## src/rtl/vcfg_unit.sv

```systemverilog
// vcfg_unit: vector configuration unit for vsetvli / vsetivli / vsetvl.
// A request is captured in IDLE. The new vtype and vl are worked out in CALC
// and committed on the move to RESP. The response holds until the consumer
// accepts it.
module vcfg_unit #(
    parameter int         VLEN   = 4096,
    parameter int         ELEN   = 64,
    parameter logic [2:0] MaxLut = 3'b101
) (
    input  logic                       clk_i,
    input  logic                       rst_i,
    input  logic                       req_valid_i,
    output logic                       req_ready_o,
    input  logic [1:0]                 req_kind_i,
    input  logic                       req_rd_zero_i,
    input  logic                       req_rs1_zero_i,
    input  logic [63:0]                req_avl_i,
    input  logic [63:0]                req_vtype_i,
    output logic                       resp_valid_o,
    input  logic                       resp_ready_i,
    output logic [63:0]                resp_vl_o,
    output logic [12:0]                vtype_o,
    output logic [$clog2(VLEN):0]      vl_o,
    output logic [3:0]                 hist_tag_o
);

    localparam int          VLW        = $clog2(VLEN) + 1;
    localparam logic [2:0]  LMUL_RSVD  = 3'b100;
    localparam logic        VREUSE_ON  = 1'b1;
    localparam logic [12:0] VTYPE_VILL = 13'h1000;
    localparam logic [1:0]  KIND_VSETIVLI = 2'd1;
    localparam logic [1:0]  KIND_RSVD     = 2'd3;

    typedef enum logic [1:0] {
        IDLE = 2'd0,
        CALC = 2'd1,
        RESP = 2'd2
    } state_e;

    state_e          state_q, state_d;
    logic            resp_valid_q, resp_valid_d;
    logic [63:0]     resp_vl_q, resp_vl_d;
    logic [12:0]     vtype_q, vtype_d;
    logic [VLW-1:0]  vl_q, vl_d;
    logic [3:0]      tag_q, tag_d;

    // Captured request fields. These are data only and carry no reset.
    logic [1:0]      kind_q, kind_d;
    logic            rd_zero_q, rd_zero_d;
    logic            rs1_zero_q, rs1_zero_d;
    logic [63:0]     avl_q, avl_d;
    logic [63:0]     raw_q, raw_d;

    // Values worked out from the captured request.
    logic [2:0]      vlmul;
    logic [2:0]      vsew;
    logic [2:0]      vlut;
    logic [31:0]     sew_bits;
    logic [3:0]      frac_sh;
    logic [3:0]      sew_sh;
    logic            illegal;
    logic [63:0]     vlmax_base;
    logic [63:0]     vlmax;
    logic [63:0]     avl_sel;
    logic [63:0]     min_vl;
    logic [VLW-1:0]  new_vl;
    logic            tag_hold;

    assign req_ready_o  = (state_q == IDLE);
    assign resp_valid_o = resp_valid_q;
    assign resp_vl_o    = resp_vl_q;
    assign vtype_o      = vtype_q;
    assign vl_o         = vl_q;
    assign hist_tag_o   = tag_q;

    // Check legality, compute VLMAX and the AVL to use, then clamp vl to VLMAX.
    always_comb begin
        vlmul    = raw_q[2:0];
        vsew     = raw_q[5:3];
        vlut     = raw_q[10:8];
        sew_bits = 32'd8 << vsew;
        // Fractional encodings 5, 6, 7 mean 1/8, 1/4, 1/2, which is a right shift by 8 - vlmul.
        frac_sh  = 4'd8 - {1'b0, vlmul};
        sew_sh   = {1'b0, vsew} + 4'd3;

        illegal = 1'b0;
        if (vlmul == LMUL_RSVD)                                  illegal = 1'b1;
        if (sew_bits > 32'(ELEN))                                illegal = 1'b1;
        if (vlmul[2] && ((sew_bits << frac_sh) > 32'(ELEN)))     illegal = 1'b1;
        if (vlut > MaxLut)                                       illegal = 1'b1;
        if (|raw_q[63:12])                                       illegal = 1'b1;
        if (kind_q == KIND_RSVD)                                 illegal = 1'b1;

        vlmax_base = 64'(VLEN) >> sew_sh;
        if (vlmul[2]) begin
            vlmax = vlmax_base >> frac_sh;
        end else begin
            vlmax = vlmax_base << vlmul[1:0];
        end

        if (kind_q == KIND_VSETIVLI) begin
            avl_sel = avl_q;
        end else if (rs1_zero_q && !rd_zero_q) begin
            avl_sel = vlmax;
        end else if (rs1_zero_q && rd_zero_q) begin
            avl_sel = 64'(vl_q);
        end else begin
            avl_sel = avl_q;
        end

        // The comparison uses the full 64 bits, so a large AVL cannot alias to a small vl.
        min_vl = (avl_sel < vlmax) ? avl_sel : vlmax;
        new_vl = illegal ? '0 : min_vl[VLW-1:0];

        // The LUT history stays only when reuse is asked for with the same LUT on top of a valid vtype.
        tag_hold = (raw_q[11] == VREUSE_ON) && (vlut == vtype_q[10:8]) && !vtype_q[12];
    end

    // Next-state logic for the handshake FSM and the committed configuration.
    always_comb begin
        state_d      = state_q;
        resp_valid_d = resp_valid_q;
        resp_vl_d    = resp_vl_q;
        vtype_d      = vtype_q;
        vl_d         = vl_q;
        tag_d        = tag_q;
        kind_d       = kind_q;
        rd_zero_d    = rd_zero_q;
        rs1_zero_d   = rs1_zero_q;
        avl_d        = avl_q;
        raw_d        = raw_q;

        case (state_q)
            IDLE: begin
                if (req_valid_i) begin
                    kind_d     = req_kind_i;
                    rd_zero_d  = req_rd_zero_i;
                    rs1_zero_d = req_rs1_zero_i;
                    avl_d      = req_avl_i;
                    raw_d      = req_vtype_i;
                    state_d    = CALC;
                end
            end
            CALC: begin
                vl_d         = new_vl;
                resp_vl_d    = {{(64-VLW){1'b0}}, new_vl};
                resp_valid_d = 1'b1;
                state_d      = RESP;
                if (illegal) begin
                    vtype_d = VTYPE_VILL;
                end else begin
                    vtype_d = {1'b0, raw_q[11:0]};
                    if (!tag_hold) begin
                        tag_d = tag_q + 4'd1;
                    end
                end
            end
            RESP: begin
                if (resp_ready_i) begin
                    resp_valid_d = 1'b0;
                    state_d      = IDLE;
                end
            end
            default: begin
                state_d = IDLE;
            end
        endcase
    end

    // Control and committed state. Reset discards any request that is in flight.
    always_ff @(posedge clk_i) begin
        if (rst_i) begin
            state_q      <= IDLE;
            resp_valid_q <= 1'b0;
            resp_vl_q    <= '0;
            vtype_q      <= VTYPE_VILL;
            vl_q         <= '0;
            tag_q        <= '0;
        end else begin
            state_q      <= state_d;
            resp_valid_q <= resp_valid_d;
            resp_vl_q    <= resp_vl_d;
            vtype_q      <= vtype_d;
            vl_q         <= vl_d;
            tag_q        <= tag_d;
        end
    end

    // Request capture registers. They are only read after a capture, so they need no reset.
    always_ff @(posedge clk_i) begin
        kind_q     <= kind_d;
        rd_zero_q  <= rd_zero_d;
        rs1_zero_q <= rs1_zero_d;
        avl_q      <= avl_d;
        raw_q      <= raw_d;
    end

endmodule

```

## config.mk

```make
export PLATFORM = sky130hd
export DESIGN_NAME = vcfg_unit
export DESIGN_NICKNAME = d
export VERILOG_FILES = /design/src/rtl/vcfg_unit.sv
export SDC_FILE = /design/constraint.sdc
export NUM_CORES = 1
export LEC_CHECK = 0
export CORE_MARGIN = 8
export CORE_UTILIZATION = 42
export DETAILED_ROUTE_END_ITERATION = 10
export GPL_ROUTABILITY_DRIVEN = 0
export PLACE_DENSITY = 0.72
export RECOVER_POWER = 50
export SYNTH_ARGS = -nofsm -noshare
export SYNTH_HDL_FRONTEND = slang
export SYNTH_SLANG_ARGS = --single-unit
```

## constraint.sdc

```tcl
create_clock -name clk_i -period 4.8 [get_ports clk_i]
set_input_delay 0.96 -clock clk_i [delete_from_list [all_inputs] [get_ports clk_i]]
set_output_delay 0.96 -clock clk_i [all_outputs]
set_load 0.01 [all_outputs]
```

==> summary.txt, run 1 <==
Routing
  • WL per Instance: 18.9 µm
  • Vias: 5363
  • # DRC: 0
  • Pre-Repair DR Iteration Count: 5
  • Final wirelength: 18900 µm
  • First DRT Iteration DRCs: 434
  • Detail-routed via count per cell: 5.35
  • ANT nets after route: 0

Clock tree
  • CTS tree: built
  • Skew-Pair Late Insertion Delay: 0.42 ns
  • CTS max path bufs: 2
  • H-Tree Depth: 4
  • Hold_buf cts: 0
  • CTS sink count: 165
  • Cts bufs inserted: 17
  • CTS clk-pin slew, worst paths: 0.06 ns
  • Root Driver: clkbuf_16

Die
  • Initial Utilization: 0.431
  • Die Footprint: 22200 µm²
  • Die Span X: 149 µm
  • Row cnt: 48
  • Chip Height: 149 µm
  • Io pins: 232
  • CORE AREA: 17300 µm²

Setup path
  • Critical path's top delay family: compound AO/OA/AOI/OAI gates
  • Worst path buffer plus inverter count: 2
  • Critical Path AT: 4.82 ns
  • WP data required: 5.16 ns
  • Startpoint types: flop
  • Critical Path Fanout Max: 14
  • Crit end category: flop
  • Crit path kind: reg2reg
  • Critical Path Max Stage Delay: 0.63 ns
  • Cell breakdown of the critical path: inv_1 > ha_1 > or4_1 > o21ai_0 > a21o_1 > a21oi_1 > o211ai_1 > ha_1 > a21o_1 > a21o_1 > a21oi_1 > a2111oi_0 > a211oi_2 > buf_4 > mux2i_1 > a22o_1
  • Critical path's slowest cell: or4_1
  • Most frequent cell on the critical path: a21o_1
  • Worst R2R Setup Slack: 0.34 ns

Yosys
  • Largest family of logic cells by synthesized area: simple AND/OR/NAND/NOR gates
  • Synth Area in Compound Gates: 0.106
  • Register area share after synthesis: 0.621
  • Async SR Flop Fraction: 0
  • Top cell type by total area after synthesis: edfxtp_1
  • Mux cell area share after synthesis: 0.0215
  • Top cell type's share of synthesized area: 0.532
  • Post-Syn Area per Cell: 12.6 µm²
  • Synth Area in Adders: 0.0252
  • Simple-Gate Fraction of Synth Area: 0.131
  • Synth Flop Type: edfxtp_1
  • Yosys warnings: 0
  • Yosys reg bits: 165
  • Xor and xnor area share after synthesis: 0.00823
  • Post-Synthesis Cells: 593
  • Post-Syn Area: 7450 µm²
  • Synth top area cells: edfxtp_1 53%, dfxtp_1 8.9%, buf_4 6.6%
  • EDFF count, synth: 132
  • Netlist cell types: 64

Power and ir drop
  • VDD IR-drop max: 0.226 mV
  • Pwr per Cell Area: 347 nW/µm²
  • Flop pwr share: 0.497
  • Power consumption: 3.40 mW
  • Switching Fraction: 0.241
  • Net Switching: 0.818 mW
  • Clk pwr share: 0.399
  • Comb power frac: 0.104
  • P_int: 2.58 mW
  • Leak: 3.47 nW

Layout
  • Commonest cells after routing, fill and taps aside: 134 x dlygate4sd3_1, 132 x edfxtp_1, 51 x conb_1
  • Nets@finish: 915
  • Layout cell share with drive strength beyond 1: 0.0747
  • Most common cell after layout, fill and taps aside: dlygate4sd3_1
  • Area Overhead vs Synth: 31.6%

Status
  • Status: finished, violations left
  • Failing checks: capacitance limit, slew limit

Global routing
  • Pin count of the biggest net entering global routing: 68
  • Initial antenna violation count: 6
  • Global-route wire length before repair: 28500 µm
  • Overall global routing resource usage: 0.166
  • Gr ovfl total: 0
  • Number of global-route vias before repair: 5452

STA
  • Final setup viols: 0
  • Final Hold Vio Count: 0
  • Clk_skew: 0.00927 ns
  • Slew margin rel.: -0.970
  • TNS Setup: 0 ns
  • Tcrit/Tclk final: 0.928
  • Minimum clock period: 4.46 ns
  • Fmax achieved: 0.224 GHz
  • Slew Limit Fails: 68
  • Least-Margin Pin Slew: 2.95 ns
  • Setup repair after global routing missed its margin: false

Flow run
  • Max-cap violations: 1

Place
  • Detailed placement HPWL: 14600 µm
  • IO buf count: 180

Worst hold path
  • Worst min-delay path category: reg2reg
-- Yosys cell counts, types with 4 or more instances --
cell,number
o211ai_1,6
dfxtp_1,33
o22ai_1,4
xor2_1,4
o21ai_0,18
a31oi_1,4
buf_2,7
nand3_1,14
nand4_1,11
nor3b_1,4
a21oi_1,17
mux2_2,7
a22oi_1,11
nor4_1,43
nand2_1,25
a22o_1,7
a21o_1,6
nand2b_1,6
inv_1,14
edfxtp_1,132
a32o_1,6
nor2_1,37
nor2b_1,10
mux2i_1,7
ha_1,15
and2_1,5
o21a_1,4
nor3_1,6
buf_4,65
clkbuf_1,13
-- cell families (layout without fill, tap and decap cells) --
kind of cell	Yosys count	after routing
DFF	165	165
AOI/OAI and AO/OA	108	108
other	1	52
and+or+nand+nor	179	179
xor gates and xnor gates	7	7
buffers and inverters	103	236
muxes	15	15
adders and majority gates	15	15
-- area by class of cell --
class                   count  area, µm²
diodes                      1       2.50
clock inverters            14        164
repair buffers            190       1870
inverters                  15       56.3
fillers                  1356       7500
clock buffers              17        425
flip-flops and latches    165       4620
multi-input cells         375       2370
well taps                 225        282
-- final timing paths --
kind | startpoint | to | depth (start not counted)
max | raw_q[1]$_DFFE_PP_ | resp_vl_o[11]$_SDFFE_PP0P_ | 16
min | vtype_o[5]$_SDFFE_PP0P_ | vtype_o[5]$_SDFFE_PP0P_ | 1
max reg2reg | raw_q[1]$_DFFE_PP_ | resp_vl_o[11]$_SDFFE_PP0P_ | 16
min reg2reg | vtype_o[5]$_SDFFE_PP0P_ | vtype_o[5]$_SDFFE_PP0P_ | 1
-- flip-flops by register name, summed over array words and instances, names as in the netlist --
name and count:
kind_q 2, avl_q 64, vtype_o 13, rs1_zero_q 1
raw_q 64, resp_vl_o 13, hist_tag_o 4, rd_zero_q 1
state_q 2, resp_valid_o 1
-- power groups by stage --
stage / Combinational (mW) / Sequential, mW / Clock (mW)
after CTS: 0.374 / 1.69 / 1.38
after floorplan: 0.238 / 1.71 / 0
final: 0.354 / 1.69 / 1.36
after detailed placement: 0.372 / 1.72 / 0
after global routing: 0.387 / 1.70 / 1.42
after global placement: 0.361 / 1.71 / 0
-- repair_timing --
action,4_1_cts,5_1_grt
endpoints found under the setup margin,0,2
gates resized for setup,0,1
setup buffers,0,0
-- per-layer routing --
| layer | wire [µm] | vias to the layer above | part of all wire | GRT usage |
|---|---|---|---|---|
| met4 | 523 | 10 | 0.028 | 0.0747 |
| met5 | 60 | - | 0.0032 | 0 |
| met3 | 1940 | 45 | 0.10 | 0.0555 |
| met2 | 9010 | 288 | 0.48 | 0.277 |
| met1 | 7370 | 2535 | 0.39 | 0.192 |
| li1 | - | 2485 | - | - |
-- metrics by stage --
stage / instance area, µm² / std cells / utilization / hold slack (ns) / worst slack, ns
finish: 9800 / 1002 / 0.566 / 0.467 / 0.345
global route: 9800 / 1002 / 0.566 / 0.487 / 0.00744
CTS: 9790 / 1001 / 0.566 / 0.472 / 0.375
detailed placement: 9210 / 970 / 0.532 / 0.452 / 0.402
floorplan: 7630 / 643 / - / 0.459 / 0.301
global placement: 9210 / 970 / 0.532 / 0.451 / 0.586
-- worst register-to-register path: stages, from the launching register on --
cell	delay, ns
edfxtp_1	0.38
inv_1	0.13
ha_1	0.39
or4_1	0.64
o21ai_0	0.20
a21o_1	0.17
a21oi_1	0.12
o211ai_1	0.23
ha_1	0.29
a21o_1	0.18
a21o_1	0.17
a21oi_1	0.21
a2111oi_0	0.17
a211oi_2	0.48
buf_4	0.28
mux2i_1	0.22
a22o_1	0.14
(Power assumes the default switching activity.)
==> inputs of run 2 (changes only) <==
- CAP_MARGIN: unset -> 5
==> results of run 2 <==
The final DEF is identical to that of run 1; final timing and power are the same.
